### src/rtl/spi_boot_loader_if.sv
// Signal bundle for the SPI boot loader: SPI slave pins, loader status,
// the Atom-side SRAM bus and the external SRAM pins.
interface spi_boot_loader_if #(
    parameter int ADDR_W = 18,
    parameter int DATA_W = 8
);
    logic              SCK, SSEL, MOSI, MISO;
    logic              booting, progress, boot_error;
    logic              atom_RAMCS_b, atom_RAMOE_b, atom_RAMWE_b;
    logic [ADDR_W-1:0] atom_RAMA;
    logic [DATA_W-1:0] atom_RAMDin;
    logic              ext_RAMCS_b, ext_RAMOE_b, ext_RAMWE_b;
    logic [ADDR_W-1:0] ext_RAMA;
    logic [DATA_W-1:0] ext_RAMDin;

    modport slave (
        input  SCK, SSEL, MOSI,
        input  atom_RAMCS_b, atom_RAMOE_b, atom_RAMWE_b, atom_RAMA, atom_RAMDin,
        output MISO, booting, progress, boot_error,
        output ext_RAMCS_b, ext_RAMOE_b, ext_RAMWE_b, ext_RAMA, ext_RAMDin
    );

    modport master (
        output SCK, SSEL, MOSI,
        output atom_RAMCS_b, atom_RAMOE_b, atom_RAMWE_b, atom_RAMA, atom_RAMDin,
        input  MISO, booting, progress, boot_error,
        input  ext_RAMCS_b, ext_RAMOE_b, ext_RAMWE_b, ext_RAMA, ext_RAMDin
    );
endinterface

### src/rtl/spi_boot_loader.sv
// SPI-slave boot loader: framed WRITE/BOOT commands fill external SRAM, then hand it to the Atom.
// Optional BOOT_CHECKSUM_EN: trailing two's-complement checksum per WRITE frame, BOOT gated on no error.
module spi_boot_loader #(
    parameter int         ADDR_W    = 18,
    parameter int         DATA_W    = 8,
    parameter int         WE_CYCLES = 2,
    parameter logic [3:0] STATUS_ID = 4'hA
) (
    input  logic             clk,
    input  logic             reset,
    spi_boot_loader_if.slave bus
);
    localparam int            CW        = $clog2(WE_CYCLES + 2) + 1;
    localparam logic [CW-1:0] WE_N      = CW'(WE_CYCLES);
    localparam logic [CW-1:0] WR_LAST   = CW'(WE_CYCLES + 1);
    localparam logic [7:0]    CMD_WRITE = 8'h02;
    localparam logic [7:0]    CMD_BOOT  = 8'h03;

    typedef enum logic [2:0] {S_CMD, S_ADDR, S_LEN, S_DATA, S_WR, S_SKIP, S_DONE, S_CSUM} state_t;
    state_t state, state_nx;

    logic [2:0] sck_s, ssel_s;
    logic [1:0] mosi_s;
    logic [2:0] bitcnt;
    logic [6:0] sh;
    logic [7:0] rx_data, miso_sh, pend_data;
    logic       byte_rx, pend_vld, booting_r, boot_error, overrun, we_b;
    logic [ADDR_W-1:0] addr;
    logic [DATA_W-1:0] wdata;
    logic [15:0]       rem;
    logic [1:0]        idx;
    logic [CW-1:0]     wr_cnt;

    wire sck_rise  = sck_s[1] & ~sck_s[2];
    wire sck_fall  = ~sck_s[1] & sck_s[2];
    wire ssel_hi   = ssel_s[1];
    wire ssel_fall = ~ssel_s[1] & ssel_s[2];
    wire wr_done   = (state == S_WR) && (wr_cnt == WR_LAST);
    // A buffered byte is always consumed ahead of a freshly received one.
    wire in_vld    = ~ssel_hi && (state != S_WR) && (state != S_DONE) && (byte_rx || pend_vld);
    wire [7:0] in_byte = pend_vld ? pend_data : rx_data;
    wire [ADDR_W+7:0] addr_cat = {addr, in_byte};
    wire [7:0] status  = {booting_r, boot_error, overrun, 1'b0, STATUS_ID};

`ifdef BOOT_CHECKSUM_EN
    localparam state_t S_TAIL = S_CSUM;
    wire boot_ok = ~boot_error;
    logic [7:0] sum;
    always_ff @(posedge clk or posedge reset)
        if (reset)       sum <= 8'd0;
        else if (in_vld) sum <= (state == S_CMD) ? in_byte : 8'(sum + in_byte);
`else
    localparam state_t S_TAIL = S_SKIP;
    wire boot_ok = 1'b1;
`endif

    // SPI receive / status shift-out
    always_ff @(posedge clk or posedge reset) begin
        if (reset) begin
            sck_s <= 3'b000; ssel_s <= 3'b111; mosi_s <= 2'b00;
            bitcnt <= 3'd0; sh <= 7'd0; rx_data <= 8'd0; byte_rx <= 1'b0; miso_sh <= 8'hFF;
        end else begin
            sck_s   <= {sck_s[1:0], bus.SCK};
            ssel_s  <= {ssel_s[1:0], bus.SSEL};
            mosi_s  <= {mosi_s[0], bus.MOSI};
            byte_rx <= 1'b0;
            if (ssel_hi) bitcnt <= 3'd0;
            else if (sck_rise) begin
                sh     <= {sh[5:0], mosi_s[1]};
                bitcnt <= bitcnt + 3'd1;
                if (bitcnt == 3'd7) begin
                    byte_rx <= 1'b1;
                    rx_data <= {sh, mosi_s[1]};
                end
            end
            if (ssel_hi)        miso_sh <= 8'hFF;
            else if (ssel_fall) miso_sh <= status;
            else if (sck_fall)  miso_sh <= {miso_sh[6:0], 1'b1};
        end
    end

    always_comb begin
        state_nx = state;
        case (state)
            S_DONE: state_nx = S_DONE;
            S_WR: if (wr_done) state_nx = ssel_hi ? S_CMD : ((rem == 16'd0) ? S_TAIL : S_DATA);
            default:
                if (ssel_hi) state_nx = S_CMD;
                else if (in_vld) begin
                    case (state)
                        S_CMD:
                            if (in_byte == CMD_WRITE)                state_nx = S_ADDR;
                            else if (in_byte == CMD_BOOT && boot_ok) state_nx = S_DONE;
                            else                                     state_nx = S_SKIP;
                        S_ADDR: if (idx == 2'd2) state_nx = S_LEN;
                        S_LEN:  if (idx == 2'd1) state_nx = S_DATA;
                        S_DATA: state_nx = S_WR;
                        S_CSUM: state_nx = S_SKIP;
                        default: ;
                    endcase
                end
        endcase
    end

    always_ff @(posedge clk or posedge reset) begin
        if (reset) begin
            state <= S_CMD; booting_r <= 1'b1; boot_error <= 1'b0; overrun <= 1'b0; we_b <= 1'b1;
            addr <= '0; wdata <= '0; rem <= 16'd0; idx <= 2'd0; wr_cnt <= '0;
            pend_vld <= 1'b0; pend_data <= 8'd0;
        end else begin
            state <= state_nx;
            we_b  <= 1'b1;
            if (in_vld && pend_vld) begin
                pend_vld  <= byte_rx;
                pend_data <= rx_data;
            end else if (byte_rx && state == S_WR) begin
                if (pend_vld) begin
                    overrun    <= 1'b1;
                    boot_error <= 1'b1;
                end else begin
                    pend_vld  <= 1'b1;
                    pend_data <= rx_data;
                end
            end
            if (ssel_hi && (state != S_WR || wr_done)) pend_vld <= 1'b0;
            // Strobe: 1 setup clk, WE_CYCLES low, 1 hold clk, then advance.
            if (state == S_WR) begin
                wr_cnt <= wr_cnt + 1'b1;
                we_b   <= (wr_cnt >= WE_N);
                if (wr_done) begin
                    addr <= addr + 1'b1;
                    rem  <= rem - 16'd1;
                end
            end
            if (in_vld) begin
                case (state)
                    S_CMD: begin
                        idx <= 2'd0;
                        if (in_byte == CMD_BOOT && boot_ok) booting_r <= 1'b0;
                    end
                    S_ADDR: begin
                        addr <= addr_cat[ADDR_W-1:0];
                        idx  <= (idx == 2'd2) ? 2'd0 : idx + 2'd1;
                    end
                    S_LEN: begin
                        rem <= {rem[7:0], in_byte};
                        idx <= idx + 2'd1;
                    end
                    S_DATA: begin
                        wdata  <= in_byte;
                        wr_cnt <= '0;
                    end
`ifdef BOOT_CHECKSUM_EN
                    S_CSUM: if (8'(sum + in_byte) != 8'd0) boot_error <= 1'b1;
`endif
                    default: ;
                endcase
            end
        end
    end

    assign bus.MISO        = miso_sh[7];
    assign bus.booting     = booting_r;
    assign bus.progress    = byte_rx;
    assign bus.boot_error  = boot_error;
    assign bus.ext_RAMCS_b = booting_r ? 1'b0  : bus.atom_RAMCS_b;
    assign bus.ext_RAMOE_b = booting_r ? 1'b1  : bus.atom_RAMOE_b;
    assign bus.ext_RAMWE_b = booting_r ? we_b  : bus.atom_RAMWE_b;
    assign bus.ext_RAMA    = booting_r ? addr  : bus.atom_RAMA;
    assign bus.ext_RAMDin  = booting_r ? wdata : bus.atom_RAMDin;
endmodule
### src/flat_wrapper.sv
// flat-port wrapper written by rule: the top's interface ports become plain ports
module spi_boot_loader_flat 
#(
    parameter int         ADDR_W    = 18,
    parameter int         DATA_W    = 8,
    parameter int         WE_CYCLES = 2,
    parameter logic [3:0] STATUS_ID = 4'hA
)
  (clk, reset, bus_SCK, bus_SSEL, bus_MOSI, bus_atom_RAMCS_b, bus_atom_RAMOE_b, bus_atom_RAMWE_b, bus_atom_RAMA, bus_atom_RAMDin, bus_MISO, bus_booting, bus_progress, bus_boot_error, bus_ext_RAMCS_b, bus_ext_RAMOE_b, bus_ext_RAMWE_b, bus_ext_RAMA, bus_ext_RAMDin);
  spi_boot_loader_if #(.ADDR_W(ADDR_W), .DATA_W(DATA_W)) bus_i ();
  input  logic clk;
  input  logic reset;
  input wire logic [$bits(bus_i.SCK)-1:0] bus_SCK;
  input wire logic [$bits(bus_i.SSEL)-1:0] bus_SSEL;
  input wire logic [$bits(bus_i.MOSI)-1:0] bus_MOSI;
  input wire logic [$bits(bus_i.atom_RAMCS_b)-1:0] bus_atom_RAMCS_b;
  input wire logic [$bits(bus_i.atom_RAMOE_b)-1:0] bus_atom_RAMOE_b;
  input wire logic [$bits(bus_i.atom_RAMWE_b)-1:0] bus_atom_RAMWE_b;
  input wire logic [$bits(bus_i.atom_RAMA)-1:0] bus_atom_RAMA;
  input wire logic [$bits(bus_i.atom_RAMDin)-1:0] bus_atom_RAMDin;
  output wire logic [$bits(bus_i.MISO)-1:0] bus_MISO;
  output wire logic [$bits(bus_i.booting)-1:0] bus_booting;
  output wire logic [$bits(bus_i.progress)-1:0] bus_progress;
  output wire logic [$bits(bus_i.boot_error)-1:0] bus_boot_error;
  output wire logic [$bits(bus_i.ext_RAMCS_b)-1:0] bus_ext_RAMCS_b;
  output wire logic [$bits(bus_i.ext_RAMOE_b)-1:0] bus_ext_RAMOE_b;
  output wire logic [$bits(bus_i.ext_RAMWE_b)-1:0] bus_ext_RAMWE_b;
  output wire logic [$bits(bus_i.ext_RAMA)-1:0] bus_ext_RAMA;
  output wire logic [$bits(bus_i.ext_RAMDin)-1:0] bus_ext_RAMDin;
  assign bus_i.SCK = bus_SCK;
  assign bus_i.SSEL = bus_SSEL;
  assign bus_i.MOSI = bus_MOSI;
  assign bus_i.atom_RAMCS_b = bus_atom_RAMCS_b;
  assign bus_i.atom_RAMOE_b = bus_atom_RAMOE_b;
  assign bus_i.atom_RAMWE_b = bus_atom_RAMWE_b;
  assign bus_i.atom_RAMA = bus_atom_RAMA;
  assign bus_i.atom_RAMDin = bus_atom_RAMDin;
  assign bus_MISO = bus_i.MISO;
  assign bus_booting = bus_i.booting;
  assign bus_progress = bus_i.progress;
  assign bus_boot_error = bus_i.boot_error;
  assign bus_ext_RAMCS_b = bus_i.ext_RAMCS_b;
  assign bus_ext_RAMOE_b = bus_i.ext_RAMOE_b;
  assign bus_ext_RAMWE_b = bus_i.ext_RAMWE_b;
  assign bus_ext_RAMA = bus_i.ext_RAMA;
  assign bus_ext_RAMDin = bus_i.ext_RAMDin;
  spi_boot_loader #(.ADDR_W(ADDR_W), .DATA_W(DATA_W), .WE_CYCLES(WE_CYCLES), .STATUS_ID(STATUS_ID)) u_core (.clk(clk), .reset(reset), .bus(bus_i));
endmodule
### config.mk
export PLATFORM = sky130hd
export DESIGN_NAME = spi_boot_loader_flat
export DESIGN_NICKNAME = d
export VERILOG_FILES = /design/src/rtl/spi_boot_loader_if.sv /design/src/rtl/spi_boot_loader.sv /design/src/flat_wrapper.sv
export SDC_FILE = /design/constraint.sdc
export NUM_CORES = 1
export LEC_CHECK = 0
export ABC_AREA = 0
export ABC_CLOCK_PERIOD_IN_PS = 3500
export BUFFER_PORTS_ARGS = -buffer_cell sky130_fd_sc_hd__buf_2
export CORE_ASPECT_RATIO = 0.7
export CORE_MARGIN = 2
export CORE_UTILIZATION = 40
export DETAILED_ROUTE_END_ITERATION = 7
export HOLD_SLACK_MARGIN = 0.1
export MAX_ROUTING_LAYER = met4
export PLACE_DENSITY_LB_ADDON = 0.12
export SETUP_SLACK_MARGIN = 0.15
export SYNTH_ARGS = -nofsm -noshare
export SYNTH_HDL_FRONTEND = slang
export SYNTH_SLANG_ARGS = --single-unit
### constraint.sdc
create_clock -name clk -period 3.5 [get_ports clk]
set_clock_uncertainty 0.05 [all_clocks]
set_input_delay 0.525 -clock clk [delete_from_list [all_inputs] [get_ports clk]]
set_output_delay 0.525 -clock clk [all_outputs]
set_load 0.01 [all_outputs]
After elaboration in Yosys (flattened, before gate mapping)
Index checks and enable logic that the tools add are counted.
Widths: inputs -> output; s select.
{"block": "word_totals", "wordCells": 118, "regBits": 97, "out_inout_bits": 33}
{"block": "classes", "bitwise_logic": 7, "n_lt_le_gt_ge": 1, "eq_ne": 17, "n_mux": 44, "n_reduce_logical": 25, "addsub": 5}
{"op": "$mux 18", "n": 5}
{"op": "$mux 16", "n": 4}
{"op": "$mux 8", "n": 7}
{"op": "$mux 3", "n": 13}
{"op": "$add 18x1->18 const B", "n": 1}
{"op": "$eq 8x2->1 const B", "n": 2}
{"op": "$logic_not 16->1", "n": 1}
{"op": "$sub 16x1->16 const B", "n": 1}
{"op": "$pmux 3 s5", "n": 1}
{"op": "$eq 3x3->1 const B", "n": 4}
{"op": "$mux 1", "n": 10}
{"op": "$ne 5x2->1 const B", "n": 2}
{"op": "$eq 3x2->1 const B", "n": 3}
{"op": "$reduce_and 3->1", "n": 3}
{"op": "$reduce_bool 3->1", "n": 3}
{"op": "$reduce_bool 8->1", "n": 1}
{"op": "$logic_and 1x1->1", "n": 7}
{"op": "$add 3x1->3 const B", "n": 2}
{"op": "$ne 3x3->1 const B", "n": 2}
{"op": "$pmux 2 s3", "n": 1}
{"op": "$pmux 3 s2", "n": 1}
{"op": "$reduce_and 2->1", "n": 3}
{"op": "$reduce_and 5->1", "n": 1}
{"op": "$mux 2", "n": 2}
{"op": "12 further kinds", "n": 19}

Logic depth before layout (Yosys ltp)
Gate-level depths: netlist (run 1).
{"block": "logic_depth", "ltp_word": 8, "ltp_mapped": 8, "depth_no_buf": 7}

Worst setup path before layout (run 1)
Ideal clock, no wire load.
{"block": "synth_timing", "path_type": "reg2reg", "from": "reg u_core.wr_cnt[0]", "to": "reg u_core.rem[9]", "stages_incl_launch_ff": 9, "path_slack_ns": 1.507, "t_required_ns": 3.313, "arrival_time_ns": 1.806, "n_path_buf": 1, "cell_sequence": "dfrtp_1 > ha_1 > ha_1 > nand4bb_1 > buf_4 > or4_4 > nor4_4 > xnor2_1 > a21oi_1"}
{"block": "synth_between", "elab_chain_cells": 6}
{"element": "start, declared", "line": "spi_boot_loader.sv:32", "text": "logic [CW-1:0] wr_cnt;"}
{"element": "start signal, assigned", "line": "spi_boot_loader.sv:128", "text": "wr_cnt <= wr_cnt + 1'b1;"}
{"element": "$eq 3x2->1 *", "line": "spi_boot_loader.sv:38", "text": "wire wr_done = (state == S_WR) && (wr_cnt == WR_LAST);"}
{"element": "$logic_and 1x1->1 *", "line": "spi_boot_loader.sv:38"}
{"element": "$mux 16 *", "line": "spi_boot_loader.sv:130", "text": "if (wr_done) begin"}
{"element": "$mux 16 *", "line": "spi_boot_loader.sv:127", "text": "if (state == S_WR) begin"}
{"element": "$mux 16", "line": "spi_boot_loader.sv:136", "text": "case (state)"}
{"element": "$mux 16 *", "line": "spi_boot_loader.sv:135", "text": "if (in_vld) begin"}
{"element": "end signal, assigned", "line": "spi_boot_loader.sv:132", "text": "rem <= rem - 16'd1;"}
{"element": "end signal, assigned", "line": "spi_boot_loader.sv:146", "text": "rem <= {rem[7:0], in_byte};"}
{"element": "end, declared", "line": "spi_boot_loader.sv:30", "text": "logic [15:0] rem;"}
Every way passes the cells marked *; elsewhere a longest branch is shown, timed or not.
A chain may end at the register's enable or synchronous reset.

Worst setup path after layout (run 1)
{"block": "layout_timing", "from": "reg u_core.wr_cnt[1]", "to": "reg u_core.rem[9]"}
The elaborated chain is that of the path after synthesis.

==> results of run 1 <==
## cells by family (layout without fill, tap and decap cells)
kind of cell	after synthesis	after routing	synth area share, %
simple gates	173	173	16.7
flops	97	97	47.8
compound gates	92	92	11.1
mux	59	59	12.7
buf+inv	35	98	2.96
xor+xnor	34	34	5.82
fa+ha+maj	12	12	2.94
## Yosys cell counts (3+ instances only)
master / instances / area [µm²]
nor3_1: 14 / 70.1
a211oi_1: 3 / 22.5
buf_1: 3 / 11.3
ha_1: 12 / 150
a21oi_1: 32 / 160
or4_1: 3 / 22.5
dfrtp_1: 84 / 2100
xnor2_1: 20 / 175
clkbuf_1: 14 / 52.6
nand4_1: 4 / 25.0
inv_1: 11 / 41.3
mux2i_1: 10 / 100
nor4_1: 4 / 25.0
a221o_1: 7 / 70.1
nand2_1: 45 / 169
or2_2: 3 / 18.8
o21ai_0: 29 / 145
nor2_1: 60 / 225
mux2_2: 49 / 552
nand2b_1: 7 / 43.8
a21o_1: 3 / 22.5
and3_1: 4 / 25.0
and2_1: 4 / 25.0
buf_2: 4 / 20.0
nor2b_1: 7 / 43.8
xor2_1: 14 / 123
dfstp_2: 13 / 342
o22ai_1: 3 / 18.8
nand3_1: 7 / 35.0
## final cells by class
cell class / instances / area (µm²)
Timing Repair Buffer: 71 / 380
Inverter: 11 / 43.8
Tap cell: 162 / 203
Clock buffer: 11 / 243
Sequential cell: 97 / 2440
Clock inverter: 5 / 46.3
Multi-Input combinational cell: 370 / 2520
Fill cell: 1197 / 6580
## layer usage
metal | vias to the layer above | share of wire (%) | GRT usage (%)
met5 | - | 0 | -
li1 | 1867 | - | -
met3 | 13 | 3.6 | 3.60
met1 | 1778 | 54 | 26.4
met2 | 64 | 41 | 23.5
met4 | 0 | 1.3 | 5.52
## metrics by stage
step | worst slack, ps | hold WS [ps] | area (µm²)
2_1_floorplan | 413 | 281 | 5110
3_3_place_gp | 1040 | 283 | 5590
3_5_place_dp | 926 | 285 | 5590
4_1_cts | 895 | 218 | 5880
5_1_grt | 639 | 214 | 5880
6_report | 923 | 204 | 5880
## sequential cells by signal (all words and copies together), names as in the netlist, 7 cells and up
signal	flops
u_core.rem	16
u_core.miso_sh	8
u_core.addr	18
u_core.sh	7
u_core.rx_data	8
u_core.pend_data	8
u_core.wdata	8
## path summary, 6_finish.rpt
| path | to |
|---|---|
| max | u_core.rem[9]$_DFF_PP0_ |
| min | u_core.wdata[3]$_DFFE_PP0P_ |
| max reg2reg | u_core.rem[9]$_DFF_PP0_ |
| min reg2reg | u_core.sck_s[1]$_DFF_PP0_ |
| max in group asynchronous | u_core.miso_sh[3]$_DFFE_PP1P_ |
| min in group clk | u_core.ssel_s[0]$_DFF_PP1_ |
## power by group through the flow
stage	logic [µW]	registers, µW	clock network [µW]
floorplan	640	1450	0
global placement	736	1560	0
detailed placement	736	1560	0
CTS	744	1540	983
global route	852	1580	1030
finish	736	1540	953
## placed cells by master (no fill, tap or decap), drive strengths merged, types with 14 or more instances in the layout
master  instances
nor2           60
mux2           49
nor3           15
nand2          45
a21oi          32
dfrtp          84
xor2           14
o21ai          29
xnor2          20
buf            71
==> flow_summary.json, run 1 <==
{
  "final-hold-violation-count": 0,
  "vdd_drop_max_uv": 299,
  "drtPass1Iterations": 4,
  "p_clk_share_pct": 29.5,
  "rrSetupSlack_ps": 920,
  "clockBufferDepth": 2,
  "power.leakage_uw": 0.00259,
  "path_depth": 7,
  "grt_first_pass_wirelength_um": 18700,
  "cp-end-kind": "register",
  "grt_max_degree": 52,
  "postCtsHoldBufs": 0,
  "die_x_um": 139,
  "async_flop_share_pct": 100,
  "path_clk_slew_ps": 70,
  "postRouteAntennaNets": 0,
  "synth_nets": 548,
  "synthFlopType": "dfrtp_1",
  "timing.critical_path.buf_inv": 0,
  "fin_cells": 727,
  "grt_antenna_before_repair": 0,
  "gr-total-overflow": 0,
  "synth_cells": 502,
  "fp-row-count": 34,
  "max_stage_delay_ps": 660,
  "finalSetupViolCount": 0,
  "synth_area_um2": 5110,
  "drc": 0,
  "r2r-start": "u_core.wr_cnt[1]$_DFF_PP0_",
  "cp_common_cell": "ha_1",
  "syn_to_final_growth_pct": 15.0,
  "viasPerCell": 5.12,
  "dp_cells": 711,
  "avgSynthCellArea_um2": 10.2,
  "crit_chain": "ha_1, ha_1, nand4bb_1, or4_4, nor4_4, xnor2_1, a21oi_1",
  "portBuffers": 66,
  "rr_worst_depth": 7,
  "worst_pin_slew_ps": 1010,
  "synth.distinct_cells": 52,
  "hold_path_class": "in -> async",
  "cts_buffers": 9,
  "htreeDepth": 3,
  "pwr-share-comb_pct": 22.8,
  "cp.arrival_ps": 2700,
  "p_switching_uw": 1050,
  "ios": 67,
  "total_power_uw": 3230,
  "die_h_um": 98.6,
  "yosysSeqAreaShare_pct": 47.8,
  "power_frac_seq_pct": 47.7,
  "dp_hpwl_um": 7910,
  "post-route-period-util_pct": 73.6,
  "ctsResizeCount": 0,
  "insertion_delay_ps": 350,
  "crit_path_start": "u_core.wr_cnt[1]$_DFF_PP0_",
  "antenna_cells": 0,
  "relSlewSlack_pct": 32.7,
  "cts_root_buffer": "clkbuf_16",
  "nNetsFinal": 606,
  "drive_gt1_share_pct": 28.1,
  "synth_edf_count": 0,
  "post_drt_wl_per_cell_um": 15.2,
  "setup.worst_path.start_class": "register",
  "drv_slew": 0,
  "cp.required_ps": 3630,
  "cap_violations": 0,
  "cts_tree": "done",
  "post_cts.repair.setup_buffers": 0,
  "vias": 3722,
  "grt_usage_pct": 17.5,
  "rsz0062_at_grt": "no",
  "cp_top_family": "simple AND/OR/NAND/NOR gates",
  "ys_warn_count": 0,
  "drtIter0Drc": 224,
  "path_class": "reg -> reg",
  "fin_setup_tns_ps": 0,
  "initial_core_util_pct": 41.0,
  "cpMaxStageDelayCell": "or4_4",
  "finalCriticalPeriod_ps": 2580,
  "worstPathMaxFanout": 10,
  "intPower_uw": 2180,
  "dieArea_um2": 13700,
  "fmaxAchievable_mhz": 388,
  "wirelength_um": 11000,
  "grt_pass1_vias": 3630,
  "post-route-util_pct": 47.2,
  "outcome": "finished clean",
  "synth_seq_cells": 97,
  "cts.sinks": 97,
  "swShare_pct": 32.5,
  "p_per_area_nw_per_um2": 549,
  "gp_congestion": 0.851,
  "coreArea_um2": 12500
}
(Power assumes the default switching activity.)
==> inputs of run 2 (changes only) <==
--- a/config.mk
+++ b/config.mk
@@ -5,8 +5,8 @@
 export SDC_FILE = /design/constraint.sdc
 export NUM_CORES = 1
 export LEC_CHECK = 0
-export ABC_AREA = 0
-export ABC_CLOCK_PERIOD_IN_PS = 3500
+export ABC_AREA = 1
+export ABC_CLOCK_PERIOD_IN_PS = 2150
 export BUFFER_PORTS_ARGS = -buffer_cell sky130_fd_sc_hd__buf_2
 export CORE_ASPECT_RATIO = 0.7
 export CORE_MARGIN = 2
==> constraint.sdc (replaced) <==
create_clock -name clk -period 2.15 [get_ports clk]
set_clock_uncertainty 0.05 [all_clocks]
set_input_delay 0.3225 -clock clk [delete_from_list [all_inputs] [get_ports clk]]
set_output_delay 0.3225 -clock clk [all_outputs]
set_load 0.01 [all_outputs]
==> run 2 against run 1 <==
Compared with the run above:
- combinational power up 83%
- global-route usage up 3.3 points
- clock-buffer cell count up 2
- highest routed layer unchanged
- sequential power up 52%
- die area up 6.3%
- non-clock buffer count up 18
- total power up 61%
- worst setup slack worse by 670 ps
- largest power group unchanged
- first-iteration DRC count up 49%
- critical path depth down 3
- sequential share of layout area down 3.3 points
==> flow_summary.json, run 2 <==
{
  "outcome": "finished clean",
  "vdd_drop_max_uv": 433,
  "grt_max_degree": 50,
  "drc": 0,
  "cts_tree": "done",
  "largest_reg_flops": 18,
  "cts_root_buffer": "clkbuf_16",
  "wirelength_um": 14100,
  "initial_core_util_pct": 41.2,
  "drive_gt1_share_pct": 17.7,
  "coreArea_um2": 13200,
  "synth.most_common_cell": "nand2_1",
  "pwr-share-comb_pct": 26.0,
  "seq_area_um2": 2440,
  "ys_top_cells_by_count": "nand2_1, inv_1, o21ai_0",
  "dp_hpwl_um": 10500,
  "synth_seq_cells": 97,
  "viasPerCell": 4.87,
  "async_flop_share_pct": 100,
  "hold_slack_ps": 301,
  "drtPass1Iterations": 5,
  "synth.distinct_cells": 41,
  "syn_to_final_growth_pct": 17.5,
  "cts_buffers": 9,
  "portBuffers": 66,
  "post_drt_wl_per_cell_um": 14.0,
  "dieArea_um2": 14600,
  "intPower_uw": 3390,
  "synth_top_cell_by_area": "dfrtp_1",
  "avgSynthCellArea_um2": 7.42,
  "multi_input_area_um2": 2490,
  "fmaxAchievable_mhz": 526,
  "synth_cells": 734,
  "fin_cells": 1005,
  "yosysSeqAreaShare_pct": 44.9,
  "p_clk_share_pct": 28.9,
  "p_per_area_nw_per_um2": 811,
  "cp.required_ps": 1780,
  "drv_slew": 0,
  "synth_nets": 780,
  "gr-total-overflow": 0,
  "htreeDepth": 3,
  "dp_cells": 974,
  "synthFlopType": "dfrtp_1",
  "grt_first_pass_wirelength_um": 22700,
  "antenna_cells": 0,
  "synth_area_um2": 5450,
  "insertion_delay_ps": 350,
  "total_power_uw": 5190,
  "final-hold-violation-count": 0,
  "path_clk_slew_ps": 60,
  "rsz0062_at_grt": "yes",
  "setup.worst_path.start_class": "register",
  "postRouteAntennaNets": 0,
  "cp-end-kind": "primary output",
  "finalSetupViolCount": 0,
  "post-route-period-util_pct": 88.4,
  "grt_pass1_vias": 4421,
  "worst_pin_slew_ps": 546,
  "synth_top_area_share_pct": 38.6,
  "cp.arrival_ps": 1530,
  "worstPathMaxFanout": 49,
  "ios": 67,
  "layout_setup_ws_ps": 250,
  "path_class": "reg -> out",
  "grt_antenna_before_repair": 0,
  "ys_warn_count": 0,
  "vias": 4899,
  "mostFrequentLayoutCell": "nand2_1",
  "clockBufferDepth": 2,
  "fp-row-count": 35,
  "preCtsSetupSlack_ps": 215,
  "fin_setup_tns_ps": 0,
  "swShare_pct": 34.6,
  "drtIter0Drc": 333,
  "p_switching_uw": 1790,
  "grt_usage_pct": 20.8,
  "timing.critical_path.buf_inv": 3,
  "cts.sinks": 97,
  "top_register": "u_core.addr",
  "final_cell_mix": "nand2_1, inv_1, o21ai_0, dfrtp_1, buf_2",
  "die_h_um": 102,
  "gp_congestion": 0.917,
  "cp_top_family": "flip-flops",
  "finalCriticalPeriod_ps": 1900,
  "synthTopCellsByArea": "dfrtp_1, nand2_1, o21ai_0",
  "power.leakage_uw": 0.00320,
  "relSlewSlack_pct": 63.3,
  "die_x_um": 143,
  "cap_violations": 0,
  "hold_path_class": "reg -> reg",
  "power_frac_seq_pct": 45.1,
  "nNetsFinal": 861,
  "num-fill-cells": 1373,
  "synth_edf_count": 0,
  "crit_chain": "inv_1, buf_4, o21ai_0, buf_2",
  "top_regs": "u_core.addr x18, u_core.rem x16",
  "cpMaxStageDelayCell": "dfstp_2",
  "max_stage_delay_ps": 530
}
-- run 2: worst paths after layout --
path | from | end | slack, ps | depth (start not counted)
max in group asynchronous | reset | u_core.miso_sh[7]$_DFFE_PP1P_ | 910 | 4
worst max-delay path | u_core.bus.booting$_DFFE_PP1P_ | bus_ext_RAMDin[3] | 250 | 4
worst max register to register | u_core.wr_cnt[1]$_DFF_PP0_ | u_core.addr[9]$_DFF_PP0_ | 300 | 7
worst min register to register | u_core.mosi_s[0]$_DFF_PP0_ | u_core.mosi_s[1]$_DFF_PP0_ | 300 | 0
min in group asynchronous | reset | u_core.rem[13]$_DFF_PP0_ | 500 | 3
worst min-delay path | u_core.mosi_s[0]$_DFF_PP0_ | u_core.mosi_s[1]$_DFF_PP0_ | 300 | 0
-- run 2: cell type report --
class | count | share of cell area, %
multi-input cells | 507 | 38.9
repair buffers | 89 | 8.41
clock inverters | 3 | 0.293
flip-flops and latches | 97 | 38.2
well taps | 185 | 3.62
clock buffers | 13 | 3.91
inverters | 111 | 6.65
-- run 2: power by group through the flow --
| stage | registers [µW] | clock network, µW | logic [µW] |
|---|---|---|---|
| after floorplan | 2280 | 0 | 1000 |
| after global placement | 2360 | 0 | 1280 |
| after detailed placement | 2360 | 0 | 1290 |
| after CTS | 2330 | 1530 | 1300 |
| after global routing | 2370 | 1620 | 1570 |
| final | 2340 | 1500 | 1350 |
-- run 2: kinds of logic after synthesis --
| logic type | share of synthesized area [%] |
|---|---|
| DFF | 44.9 |
| buffers and inverters | 9.90 |
| and+or+nand+nor | 27.5 |
| AOI/OAI and AO/OA | 12.9 |
| adders and majority gates | 2.76 |
| xor gates and xnor gates | 2.09 |
-- run 2: per-stage QoR --
step	utilization (%)	area, µm²
2_1_floorplan	-	5450
3_3_place_gp	45.2	5980
3_5_place_dp	45.2	5980
4_1_cts	47.6	6290
5_1_grt	48.4	6400
6_report	48.4	6400
-- run 2: what timing repair did --
action / CTS / global route
resized for setup: 0 / 12
hold buffers: 4 / 0
setup endpoints to repair: 0 / 20
endpoints found under the hold margin: 20 / 0
buffers inserted: 0 / 10
-- run 2: layer usage --
| layer | vias up | track usage [%] | part of all wire [%] |
|---|---|---|---|
| li1 | 2485 | - | - |
| met2 | 122 | 27.8 | 40 |
| met4 | 0 | 4.45 | 0.94 |
| met3 | 12 | 4.49 | 5.9 |
| met1 | 2280 | 31.9 | 53 |
| met5 | - | - | 0 |
-- run 2: worst register-to-register path, cell delays in order, from the launching register on --
cell and delay, ps:
dfrtp_1 390, ha_1 170, ha_2 240, nand3_4 190, nor2_1 310, nand3_1 130
xor2_1 170, a21oi_1 80
